**config.mk**
```make
export PLATFORM = sky130hd
export DESIGN_NAME = led_frame_sequencer
export DESIGN_NICKNAME = d
export VERILOG_FILES = /design/src/rtl/led_pkg.sv /design/src/rtl/led_frame_sequencer_pixel_ram.sv /design/src/rtl/led_frame_sequencer.sv
export SDC_FILE = /design/constraint.sdc
export NUM_CORES = 1
export LEC_CHECK = 0
export ABC_AREA = 1
export ABC_CLOCK_PERIOD_IN_PS = 14100
export CORE_MARGIN = 1.5
export CORE_UTILIZATION = 45
export DETAILED_ROUTE_END_ITERATION = 16
export GPL_TIMING_DRIVEN = 0
export PLACE_DENSITY = 0.65
export RECOVER_POWER = 25
export SYNTH_ARGS = -nofsm -noshare
export SYNTH_HDL_FRONTEND = slang
export SYNTH_SLANG_ARGS = --single-unit
```
**constraint.sdc**
```tcl
create_clock -name clk -period 14.1 [get_ports clk]
set_input_delay 2.115 -clock clk [delete_from_list [all_inputs] [get_ports clk]]
set_output_delay 2.115 -clock clk [all_outputs]
set_load 0.01 [all_outputs]
```
**src/rtl/led_pkg.sv**
```systemverilog
// Shared types, constants and the brightness-scaling helper for the
// WS2812 frame path.
package led_pkg;

    typedef enum logic [1:0] {
        S_IDLE  = 2'd0,
        S_SEND  = 2'd1,
        S_LATCH = 2'd2
    } seq_state_t;

    localparam int CLK_HZ          = 48_000_000;
    localparam int WS_RESET_CYCLES = 14400;
    localparam int PIXEL_W         = 24;

    // (c * (b + 1)) >> 8: b=255 is identity, result truncated
    function automatic logic [7:0] scale_ch(
        input logic [7:0] c,
        input logic [7:0] b
    );
        logic [15:0] p;
        p = {8'd0, c} * ({8'd0, b} + 16'd1);
        return p[15:8];
    endfunction

    function automatic logic [PIXEL_W-1:0] scale_px(
        input logic [PIXEL_W-1:0] px,
        input logic [7:0]         b
    );
        return {scale_ch(px[23:16], b),
                scale_ch(px[15:8],  b),
                scale_ch(px[7:0],   b)};
    endfunction

endpackage

```
**src/rtl/led_frame_sequencer_pixel_ram.sv**
```systemverilog
// Pixel buffer: one synchronous write port, one asynchronous read port.
// A read colliding with a write on the same edge returns the old word.
module pixel_ram
    import led_pkg::*;
#(
    parameter int DEPTH = 8,
    parameter int AW    = 3
) (
    input  logic               clk,
    input  logic               i_we,
    input  logic [AW-1:0]      i_waddr,
    input  logic [PIXEL_W-1:0] i_wdata,
    input  logic [AW-1:0]      i_raddr,
    output logic [PIXEL_W-1:0] o_rdata
);

    logic [PIXEL_W-1:0] r_mem [DEPTH];

    always_ff @(posedge clk) begin
        if (i_we && (int'(i_waddr) < DEPTH)) begin
            r_mem[i_waddr] <= i_wdata;
        end
    end

    assign o_rdata = r_mem[i_raddr];

endmodule

```
**src/rtl/led_frame_sequencer.sv**
```systemverilog
// Frame source for led_driver: streams the scaled pixel buffer one word
// per done pulse, then holds the WS2812 latch gap and flags completion.
module led_frame_sequencer
    import led_pkg::*;
#(
    parameter int  NUM_PIXELS   = 8,
    parameter int  RESET_CYCLES = WS_RESET_CYCLES,
    localparam int AW = (NUM_PIXELS > 1) ? $clog2(NUM_PIXELS) : 1
) (
    input  logic               clk,
    input  logic               rst,
    input  logic               wr_en,
    input  logic [AW-1:0]      wr_addr,
    input  logic [PIXEL_W-1:0] wr_data,
    input  logic [7:0]         brightness,
    input  logic               start,
    input  logic               done,
    output logic [PIXEL_W-1:0] rgb,
    output logic               load,
    output logic               busy,
    output logic               frame_done
);

    localparam int CW = $clog2(RESET_CYCLES + 1);
    localparam logic [AW-1:0] IDX_LAST = AW'(NUM_PIXELS - 1);
    localparam logic [CW-1:0] CNT_LAST = CW'(RESET_CYCLES - 1);

    seq_state_t r_state;
    seq_state_t w_state_nxt;

    logic [AW-1:0]      r_idx;
    logic [PIXEL_W-1:0] r_rgb;
    logic               r_load;
    logic               r_busy;
    logic               r_fdone;
    logic               r_pending;
    logic [CW-1:0]      r_cnt;
    logic [7:0]         r_bright;

    logic               w_go;
    logic               w_adv;
    logic               w_end;
    logic [AW-1:0]      w_raddr;
    logic [PIXEL_W-1:0] w_rdata;

    pixel_ram #(
        .DEPTH (NUM_PIXELS),
        .AW    (AW)
    ) u_ram (
        .clk     (clk),
        .i_we    (wr_en),
        .i_waddr (wr_addr),
        .i_wdata (wr_data),
        .i_raddr (w_raddr),
        .o_rdata (w_rdata)
    );

    always_ff @(posedge clk or negedge rst) begin
        if (!rst) begin
            r_state <= S_IDLE;
        end else begin
            r_state <= w_state_nxt;
        end
    end

    always_comb begin
        w_state_nxt = r_state;
        w_go        = 1'b0;
        w_adv       = 1'b0;
        w_end       = 1'b0;
        unique case (r_state)
            S_IDLE: begin
                if (start) begin
                    w_go        = 1'b1;
                    w_state_nxt = S_SEND;
                end
            end
            S_SEND: begin
                if (done) begin
                    if (r_idx == IDX_LAST) begin
                        w_end       = 1'b1;
                        w_state_nxt = S_LATCH;
                    end else begin
                        w_adv = 1'b1;
                    end
                end
            end
            S_LATCH: begin
                // leave one cycle after the frame_done pulse
                if (r_fdone) begin
                    if (r_pending || start) begin
                        w_go        = 1'b1;
                        w_state_nxt = S_SEND;
                    end else begin
                        w_state_nxt = S_IDLE;
                    end
                end
            end
            default: w_state_nxt = S_IDLE;
        endcase
    end

    assign w_raddr = w_adv ? (r_idx + AW'(1)) : '0;

    always_ff @(posedge clk or negedge rst) begin
        if (!rst) begin
            r_idx     <= '0;
            r_rgb     <= '0;
            r_load    <= 1'b0;
            r_busy    <= 1'b0;
            r_fdone   <= 1'b0;
            r_pending <= 1'b0;
            r_cnt     <= '0;
            r_bright  <= 8'hFF;
        end else begin
            r_fdone <= (r_state == S_LATCH) && (r_cnt == CNT_LAST);

            if (w_end) begin
                r_cnt <= '0;
            end else if (r_state == S_LATCH) begin
                r_cnt <= r_cnt + CW'(1);
            end

            if (w_go) begin
                r_pending <= 1'b0;
            end else if (start && r_busy) begin
                r_pending <= 1'b1;
            end

            if (w_go) begin
                r_bright <= brightness;
                r_idx    <= '0;
                r_rgb    <= scale_px(w_rdata, brightness);
                r_load   <= 1'b1;
                r_busy   <= 1'b1;
            end else if (w_adv) begin
                r_idx <= r_idx + AW'(1);
                r_rgb <= scale_px(w_rdata, r_bright);
            end else if (w_end) begin
                r_load <= 1'b0;
            end else if (r_state == S_IDLE) begin
                r_rgb <= scale_px(w_rdata, r_bright);
            end

            if ((r_state == S_LATCH) && (w_state_nxt == S_IDLE)) begin
                r_busy <= 1'b0;
            end
        end
    end

    always_comb begin
        rgb        = r_rgb;
        load       = r_load;
        busy       = r_busy;
        frame_done = r_fdone;
    end

endmodule

```
==> results of run 1 <==
## worst register-to-register path, delay by kind of cell, from the launching register on
kind | cells | cell delay [ns]
DFF | 1 | 0.49
AOI/OAI and AO/OA | 4 | 1.73
adders and majority gates | 7 | 2.77
and+or+nand+nor | 12 | 1.25
buffers and inverters | 6 | 1.24
## sequential cells by signal (all words and copies together) (netlist names)
signal and count:
r_bright 8, r_pending 1, r_state 2, busy 1, r_cnt 14, r_idx 3, frame_done 1, u_ram.r_mem 192
load 1, rgb 24
## per-stage QoR
stage / instance area (um2) / worst slack, ns / hold slack [ns] / utilization, %
2_1_floorplan: 23600 / 6.96 / 0.455 / -
3_3_place_gp: 25100 / 4.57 / 0.461 / 48.7
3_5_place_dp: 25200 / 4.68 / 0.469 / 48.8
4_1_cts: 26100 / 5.27 / 0.486 / 50.6
5_1_grt: 26100 / 4.64 / 0.501 / 50.6
6_report: 26100 / 5.08 / 0.479 / 50.6
## layer usage
layer,GRT usage (%),vias up,wire (um)
met5,0,-,43
met4,10.9,6,3030
met3,4.26,144,5140
met2,42.1,704,31200
met1,34.3,9538,28800
li1,-,9085,-
## cells in the final DEF (no fill, tap or decap), drive strengths merged, types with 73 or more instances in the layout
cell,synthesis,layout
a21oi,73,73
o21ai,83,83
fa,240,240
nand2,623,623
clkbuf,46,84
inv,479,481
nand3,211,211
nor2,427,427
edfxtp,192,192
ha,197,197
## cell families (layout without fill, tap and decap cells)
logic type               Yosys count  after routing  share of synthesized area [%]
AND/OR/NAND/NOR                 1319           1319                           23.1
other                              0              3                              0
XOR/XNOR                          35             35                           1.30
flip-flops                       247            247                           30.3
adder cells (fa/ha/maj)          437            437                           30.8
AO/OA/AOI/OAI                    207            207                           5.08
buffers and inverters            577            696                           9.50
## final cells by class
class | instances | area share [%]
Tap cell | 680 | 3.26
Multi-Input combinational cell | 1998 | 54.7
Timing Repair Buffer | 67 | 2.53
Buffer | 95 | 1.67
Clock buffer | 37 | 2.93
Inverter | 482 | 6.92
Clock inverter | 15 | 0.627
Sequential cell | 247 | 27.4
Antenna cell | 3 | 0.0287
## how the worst max path moves through the flow
stage                             start                   to  slack, ns
after floorplan                    done  rgb[23]$_DFFE_PN0P_       6.96
after global placement             done  rgb[23]$_DFFE_PN0P_       4.57
after detailed placement  brightness[0]  rgb[23]$_DFFE_PN0P_       4.68
after CTS                 brightness[0]  rgb[23]$_DFFE_PN0P_       5.27
after global routing      brightness[0]  rgb[23]$_DFFE_PN0P_       4.64
final                     brightness[0]  rgb[23]$_DFFE_PN0P_       5.08
==> impl_metrics.json, run 1 <==
{
  "outcome": "complete, but fails checks",
  "violations": "capacitance limit, slew limit",
  "final_nets": 3396,
  "portBuffers": 66,
  "final.setup.tns_ns": 0,
  "slowest_stage": "xor2_1",
  "netlist_instances": 2822,
  "gp_congestion": 0.955,
  "vias": 19500,
  "insertion_delay_ns": 0.60,
  "yosysMostFrequentCell": "nand2_1",
  "rr_worst_depth": 29,
  "grt_pass1_wl_um": 107000,
  "worstPathMaxFanout": 10,
  "syn-num-nets": 3299,
  "coreArea_um2": 51600,
  "cp_top_family": "adder cells",
  "netlist_area_um2": 23600,
  "min_period_over_period_pct": 64.0,
  "viasPerCell": 5.37,
  "routed_wl_um": 68200,
  "yosys-top-cells-count": "nand2_1 (606), inv_1 (474), nor2_1 (420)",
  "grt_pass1_vias": 19700,
  "yosys.area.top_type": "edfxtp_1",
  "rsz0062_at_grt": "no",
  "drive_above_1_share_pct": 5.00,
  "cts_buffer_depth": 3,
  "boundaryPins": 67,
  "finalHoldViolations": 0,
  "synth_edf_count": 192,
  "die_area_um2": 53900,
  "critical_path_arrival_ns": 9.54,
  "synth_warnings": 0,
  "r2r-end": "rgb[23]$_DFFE_PN0P_",
  "dp_hpwl_um": 52700,
  "regToRegStartpoint": "r_idx[0]$_DFFE_PN0P_",
  "synthFlopType": "edfxtp_1",
  "crit_type": "input port to flip-flop",
  "drc_errors": 0,
  "timing.slew.headroom_pct": -137,
  "multi_input_area_um2": 14300,
  "worst_pin_slew_ns": 3.55,
  "hp-start": "rgb[23]$_DFFE_PN0P_",
  "cts_resized": 0,
  "n_fill_cell": 4824,
  "grt_max_degree": 56,
  "syn-mean-instance-area_um2": 8.37,
  "grt_use_total_pct": 25.9,
  "h-tree-depth": 1,
  "clk_pin_slew_ns": 0.06,
  "finalCriticalPeriod_ns": 9.02,
  "die_height_um": 232,
  "max_freq_ghz": 0.111,
  "reg2reg_slack_ns": 6.50,
  "cts_made_buffers": 28,
  "fin_cells": 3624,
  "cp-end-kind": "flip-flop",
  "cp_num_buf_inv": 6,
  "firstDrtPassIters": 7,
  "drv_slew": 56,
  "drt_iter0_drc": 1552,
  "netlist_top_cells_area": "edfxtp_1 (24%), fa_1 (20%), ha_1 (10%)",
  "ys_ff_latch": 247,
  "maxCapViolCount": 1,
  "worstPathRequired_ns": 14.62,
  "cp.depth": 27,
  "slowest_delay_ns": 0.89,
  "hp-class": "flip-flop to flip-flop",
  "yosysSeqAreaShare_pct": 30.3,
  "antenna_found_initial": 4,
  "cts-hold-fix-buffers": 0,
  "cts.sinks": 247,
  "worstHoldPathCells": 2,
  "ant_nets": 0,
  "worst_clock_skew_ns": 0.0191,
  "cp_common_cell": "nand2_1",
  "dp_cells": 3569,
  "final-seq-area_um2": 7150,
  "cts_root_buf": "clkbuf_16",
  "overflow": 0,
  "ys_types": 50,
  "post-cts-setup-buffers": 0,
  "start_kind": "input port",
  "cts_tree": "yes",
  "holdPathEnd": "rgb[23]$_DFFE_PN0P_",
  "setup-violations-final": 0,
  "avgRoutedWirePerCell_um": 18.8,
  "die-width_um": 232,
  "rows": 83,
  "synth_top_area_share_pct": 24.4,
  "ys_async_sr_fraction_pct": 22.3,
  "syn2layout_area_growth_pct": 10.6,
  "start_util_pct": 45.8
}
Power of run 1 is left out: the tool's default activity adds up to more than one toggle a clock period on the data nets, which glitch-free logic cannot reach.
==> inputs of run 2 (changes only) <==
--- a/config.mk
+++ b/config.mk
@@ -6,7 +6,7 @@
 export NUM_CORES = 1
 export LEC_CHECK = 0
 export ABC_AREA = 1
-export ABC_CLOCK_PERIOD_IN_PS = 14100
+export ABC_CLOCK_PERIOD_IN_PS = 9300
 export CORE_MARGIN = 1.5
 export CORE_UTILIZATION = 45
 export DETAILED_ROUTE_END_ITERATION = 16
==> constraint.sdc (replaced) <==
create_clock -name clk -period 9.3 [get_ports clk]
set_input_delay 1.395 -clock clk [delete_from_list [all_inputs] [get_ports clk]]
set_output_delay 1.395 -clock clk [all_outputs]
set_load 0.01 [all_outputs]
==> run 2 against run 1 <==
Net effect: the flow still finishes with violations (capacitance limit, slew limit); die area is the same; first-iteration DRC count shrank 3.0%; count of clock-buffer cells in the layout is the same; critical path depth is the same; core utilization is the same; via count shrank 0.31%; sequential share of layout area is the same; cell area is the same; non-clock buffer count is the same; worst setup slack lost 4.1 ns; global-route usage is the same.
==> impl_metrics.json, run 2 (synthesized netlist as in run 1, its figures left out) <==
{
  "syn2layout_area_growth_pct": 10.6,
  "viasPerCell": 5.36,
  "final_nets": 3396,
  "regToRegStartpoint": "r_idx[0]$_DFFE_PN0P_",
  "cts.sinks": 247,
  "final_util_pct": 50.6,
  "min_period_over_period_pct": 89.1,
  "firstDrtPassIters": 6,
  "n_fill_cell": 4824,
  "cts_made_buffers": 28,
  "dp_cells": 3569,
  "routed_wl_um": 68200,
  "worst_clock_skew_ns": 0.0206,
  "rsz0062_at_grt": "no",
  "cp-end-kind": "flip-flop",
  "setup-violations-final": 0,
  "portBuffers": 66,
  "worstPathMaxFanout": 10,
  "final.setup.tns_ns": 0,
  "cts_buffer_depth": 3,
  "grt_max_degree": 56,
  "hp-class": "flip-flop to flip-flop",
  "mostFrequentLayoutCells": "nand2_1 (606), inv_1 (474), nor2_1 (412)",
  "final-seq-area_um2": 7150,
  "die-width_um": 232,
  "grt_use_total_pct": 25.9,
  "finalHoldViolations": 0,
  "final_common_cell": "nand2_1",
  "worst_pin_slew_ns": 3.58,
  "antenna_found_initial": 4,
  "coreArea_um2": 51600,
  "cts_tree": "yes",
  "top_register": "u_ram.r_mem",
  "timing.slew.headroom_pct": -139,
  "grt_pass1_vias": 19700,
  "maxCapViolCount": 1,
  "drv_slew": 56,
  "cts_resized": 0,
  "fin_cells": 3623,
  "critical_path_arrival_ns": 8.81,
  "largest_register_ffs": 192,
  "drt_iter0_drc": 1506,
  "cts_root_buf": "clkbuf_16",
  "cts-hold-fix-buffers": 0,
  "drive_above_1_share_pct": 5.03,
  "hp-start": "rgb[23]$_DFFE_PN0P_",
  "grt_pass1_wl_um": 107000,
  "crit_type": "input port to flip-flop",
  "cp-startpoint": "brightness[0]",
  "start_kind": "input port",
  "overflow": 0,
  "clk_pin_slew_ns": 0.06,
  "violations": "capacitance limit, slew limit",
  "ant_nets": 0,
  "outcome": "complete, but fails checks",
  "finalCriticalPeriod_ns": 8.29,
  "post-cts-setup-buffers": 0,
  "max_freq_ghz": 0.121,
  "h-tree-depth": 1,
  "dp_hpwl_um": 52700,
  "boundaryPins": 67,
  "vias": 19400,
  "insertion_delay_ns": 0.60,
  "rows": 83,
  "start_util_pct": 45.8,
  "worstPathRequired_ns": 9.82,
  "avgRoutedWirePerCell_um": 18.8,
  "die_area_um2": 53900,
  "multi_input_area_um2": 14300,
  "gp_congestion": 0.955,
  "drc_errors": 0,
  "die_height_um": 232
}
==> run 2: changes by cell type in the layout (fill, tap and decap cells not counted), sizes merged <==
cell	before	now
diode	3	2
dlygate4sd3	11	12
clkdlybuf4s50	54	53
==> run 2: worst paths after layout <==
path,to,slack [ns],cells after the start
worst max-delay path,rgb[23]$_DFFE_PN0P_,1.01,27
worst min-delay path,rgb[23]$_DFFE_PN0P_,0.48,2
worst max register to register,rgb[23]$_DFFE_PN0P_,1.70,29
worst min register to register,rgb[23]$_DFFE_PN0P_,0.48,2
max in group asynchronous,r_state[1]$_DFF_PN0_,5.23,1
min in group asynchronous,rgb[11]$_DFFE_PN0P_,2.01,1
==> run 2: final cells by class <==
| class | instances | share of cell area, % |
|---|---|---|
| repair buffers | 67 | 2.53 |
| inverters | 482 | 6.92 |
| clock inverters | 15 | 0.627 |
| diodes | 2 | 0.0192 |
| flip-flops and latches | 247 | 27.4 |
| plain buffers | 95 | 1.67 |
| well taps | 680 | 3.26 |
| multi-input cells | 1998 | 54.7 |
| clock buffers | 37 | 2.93 |
==> run 2: worst max-delay path: stages <==
cell and delay, ns:
clkdlybuf4s50_1 0.55, buf_2 0.32, inv_1 0.28, nor3_1 0.35, nand3_1 0.17, nor2_1 0.11, nand2_1 0.07, xor2_1 0.91
clkbuf_1 0.69, nor2_1 0.17, fa_1 0.54, fa_1 0.47, fa_1 0.52, inv_1 0.06, fa_1 0.48, inv_1 0.04
ha_1 0.36, a21o_1 0.21, a31oi_1 0.27, o21ai_0 0.13, a21oi_1 0.17, nand2_1 0.07, nand2_1 0.05, nand3_1 0.15
nand2_1 0.13, nand2_1 0.05, nand2_1 0.07
==> run 2: through the flow <==
stage / hold slack (ns) / setup WS, ns / instance area, um2
after floorplan: 0.455 / 2.88 / 23600
after global placement: 0.461 / 0.485 / 25100
after detailed placement: 0.469 / 0.600 / 25200
after CTS: 0.486 / 1.19 / 26100
after global routing: 0.501 / 0.563 / 26100
final: 0.479 / 1.01 / 26100
==> run 2: metal layers <==
metal  routed length, um  GRT usage, %  vias up
met1               29000          34.3     9514
met3                5010          4.26      147
li1                    -             -     9082
met5                  43             0        -
met2               31100          42.1      667
met4                3080          10.9        6
Power of run 2 is left out for the same reason.
==> inputs of run 3 (changes only) <==
--- a/config.mk
+++ b/config.mk
@@ -7,7 +7,6 @@
 export LEC_CHECK = 0
 export ABC_AREA = 1
 export ABC_CLOCK_PERIOD_IN_PS = 9300
-export CORE_MARGIN = 1.5
 export CORE_UTILIZATION = 45
 export DETAILED_ROUTE_END_ITERATION = 16
 export GPL_TIMING_DRIVEN = 0
==> run 3 against run 2 <==
Net effect: the flow still finishes with violations (capacitance limit, slew limit); clock skew down 0.0032 ns; worst setup slack better by 0.016 ns; cell count hardly changed; hold slack got worse by 0.0025 ns; register-to-register slack lost 0.08 ns; count of clock-buffer cells in the layout is 6 higher; die area fell by 0.86%; critical path depth down 3; largest cell class unchanged.
==> impl_metrics.json, run 3 (synthesized netlist as in run 1, its figures left out) <==
{
  "routed_wl_um": 68400,
  "critical_path_arrival_ns": 8.77,
  "final_nets": 3394,
  "h-tree-depth": 1,
  "hp-class": "flip-flop to flip-flop",
  "cts_buffer_depth": 3,
  "vias": 19300,
  "setup-violations-final": 0,
  "reg2reg_slack_ns": 1.62,
  "drc_errors": 0,
  "rows": 83,
  "dp_cells": 3568,
  "cts.sinks": 247,
  "gp_congestion": 0.957,
  "coreArea_um2": 51600,
  "grt_pass1_wl_um": 108000,
  "drv_slew": 56,
  "cts-hold-fix-buffers": 0,
  "worst_clock_skew_ns": 0.0175,
  "clk_pin_slew_ns": 0.06,
  "boundaryPins": 67,
  "die_area_um2": 53400,
  "die-width_um": 231,
  "slowest_stage": "xor2_1",
  "min_period_over_period_pct": 88.9,
  "cts_root_buf": "clkbuf_16",
  "overflow": 0,
  "cts_made_buffers": 27,
  "crit_type": "input port to flip-flop",
  "dp_slack_ns": 0.518,
  "cp_cell_sequence": "clkdlybuf4s50_1, buf_2, inv_1, nor3_1, nand3_1, nor2_1, nand2_1, xor2_1, clkbuf_1, nor2_1, fa_1, fa_1, fa_1, inv_1, fa_1, inv_1, ha_1, a21oi_1, o21ai_0, a221oi_1, nand2_1, nand2_1, nand3_1, a21oi_1",
  "grt_use_total_pct": 26.2,
  "drive_above_1_share_pct": 4.87,
  "die_height_um": 231,
  "top_register": "u_ram.r_mem",
  "portBuffers": 66,
  "drt_iter0_drc": 1533,
  "final_common_cell": "nand2_1",
  "fin_cells": 3620,
  "slowest_delay_ns": 0.97,
  "rsz0062_at_grt": "no",
  "grt_max_degree": 56,
  "dp_hpwl_um": 51900,
  "worstPathMaxFanout": 10,
  "start_kind": "input port",
  "insertion_delay_ns": 0.59,
  "worst_pin_slew_ns": 3.59,
  "syn2layout_area_growth_pct": 10.3,
  "firstDrtPassIters": 6,
  "final_util_pct": 50.5,
  "antenna_found_initial": 4,
  "cts_resized": 0,
  "n_fill_cell": 4904,
  "cp-startpoint": "brightness[0]",
  "final.setup.tns_ns": 0,
  "cp-end-kind": "flip-flop",
  "finalCriticalPeriod_ns": 8.27,
  "post-cts-setup-buffers": 0,
  "hp-start": "load$_DFFE_PN0P_",
  "avgRoutedWirePerCell_um": 18.9,
  "maxCapViolCount": 1,
  "worstPathRequired_ns": 9.80,
  "max_freq_ghz": 0.121,
  "cp_common_cell": "fa_1",
  "start_util_pct": 45.8,
  "finalHoldViolations": 0,
  "largest_register_ffs": 192,
  "post-route-worst-setup-slack_ns": 1.03,
  "cts_tree": "yes",
  "ant_nets": 0,
  "outcome": "complete, but fails checks",
  "violations": "capacitance limit, slew limit",
  "mostFrequentLayoutCells": "nand2_1 (606), inv_1 (474), nor2_1 (412)",
  "grt_pass1_vias": 19700,
  "regToRegStartpoint": "r_idx[0]$_DFFE_PN0P_",
  "timing.slew.headroom_pct": -140,
  "viasPerCell": 5.33
}
==> run 3: final cells by class <==
type,instances,area (um2),share of cell area [%]
repair buffers,66,654,2.51
clock buffers,43,776,2.98
flip-flops and latches,247,7150,27.4
multi-input cells,1998,14300,54.8
plain buffers,95,435,1.67
clock inverters,7,93.8,0.360
diodes,2,5.00,0.0192
well taps,680,851,3.26
inverters,482,1810,6.94
==> run 3: path summary, 6_finish.rpt <==
path                            cells past startpoint              endpoint
max in group asynchronous                           1   rgb[10]$_DFFE_PN0P_
worst min register to register                      2      load$_DFFE_PN0P_
worst max register to register                     30   rgb[23]$_DFFE_PN0P_
min in group asynchronous                           1  r_cnt[7]$_DFFE_PN0P_
worst max-delay path                               24   rgb[22]$_DFFE_PN0P_
worst min-delay path                                2      load$_DFFE_PN0P_
==> run 3: critical path: cells and delay by family <==
kind | cells | cell delay, ns
AND/OR/NAND/NOR | 8 | 1.18
XOR/XNOR | 1 | 0.97
AO/OA/AOI/OAI | 4 | 0.92
adder cells (fa/ha/maj) | 5 | 2.35
buffers and inverters | 6 | 1.93
==> run 3: routing by layer <==
metal / GRT usage [%] / vias up / wire length [um]
li1: - / 9078 / -
met1: 34.8 / 9362 / 28600
met2: 42.1 / 715 / 31200
met3: 5.76 / 138 / 6050
met4: 9.58 / 4 / 2560
met5: 0 / - / 29
==> run 3: stage by stage <==
step                      instance area, um2  hold slack [ns]
after detailed placement               25200            0.463
after floorplan                        23600            0.455
after global routing                   26100            0.502
after global placement                 25100            0.466
after CTS                              26100            0.482
final                                  26100            0.476
Power of run 3 is left out for the same reason.
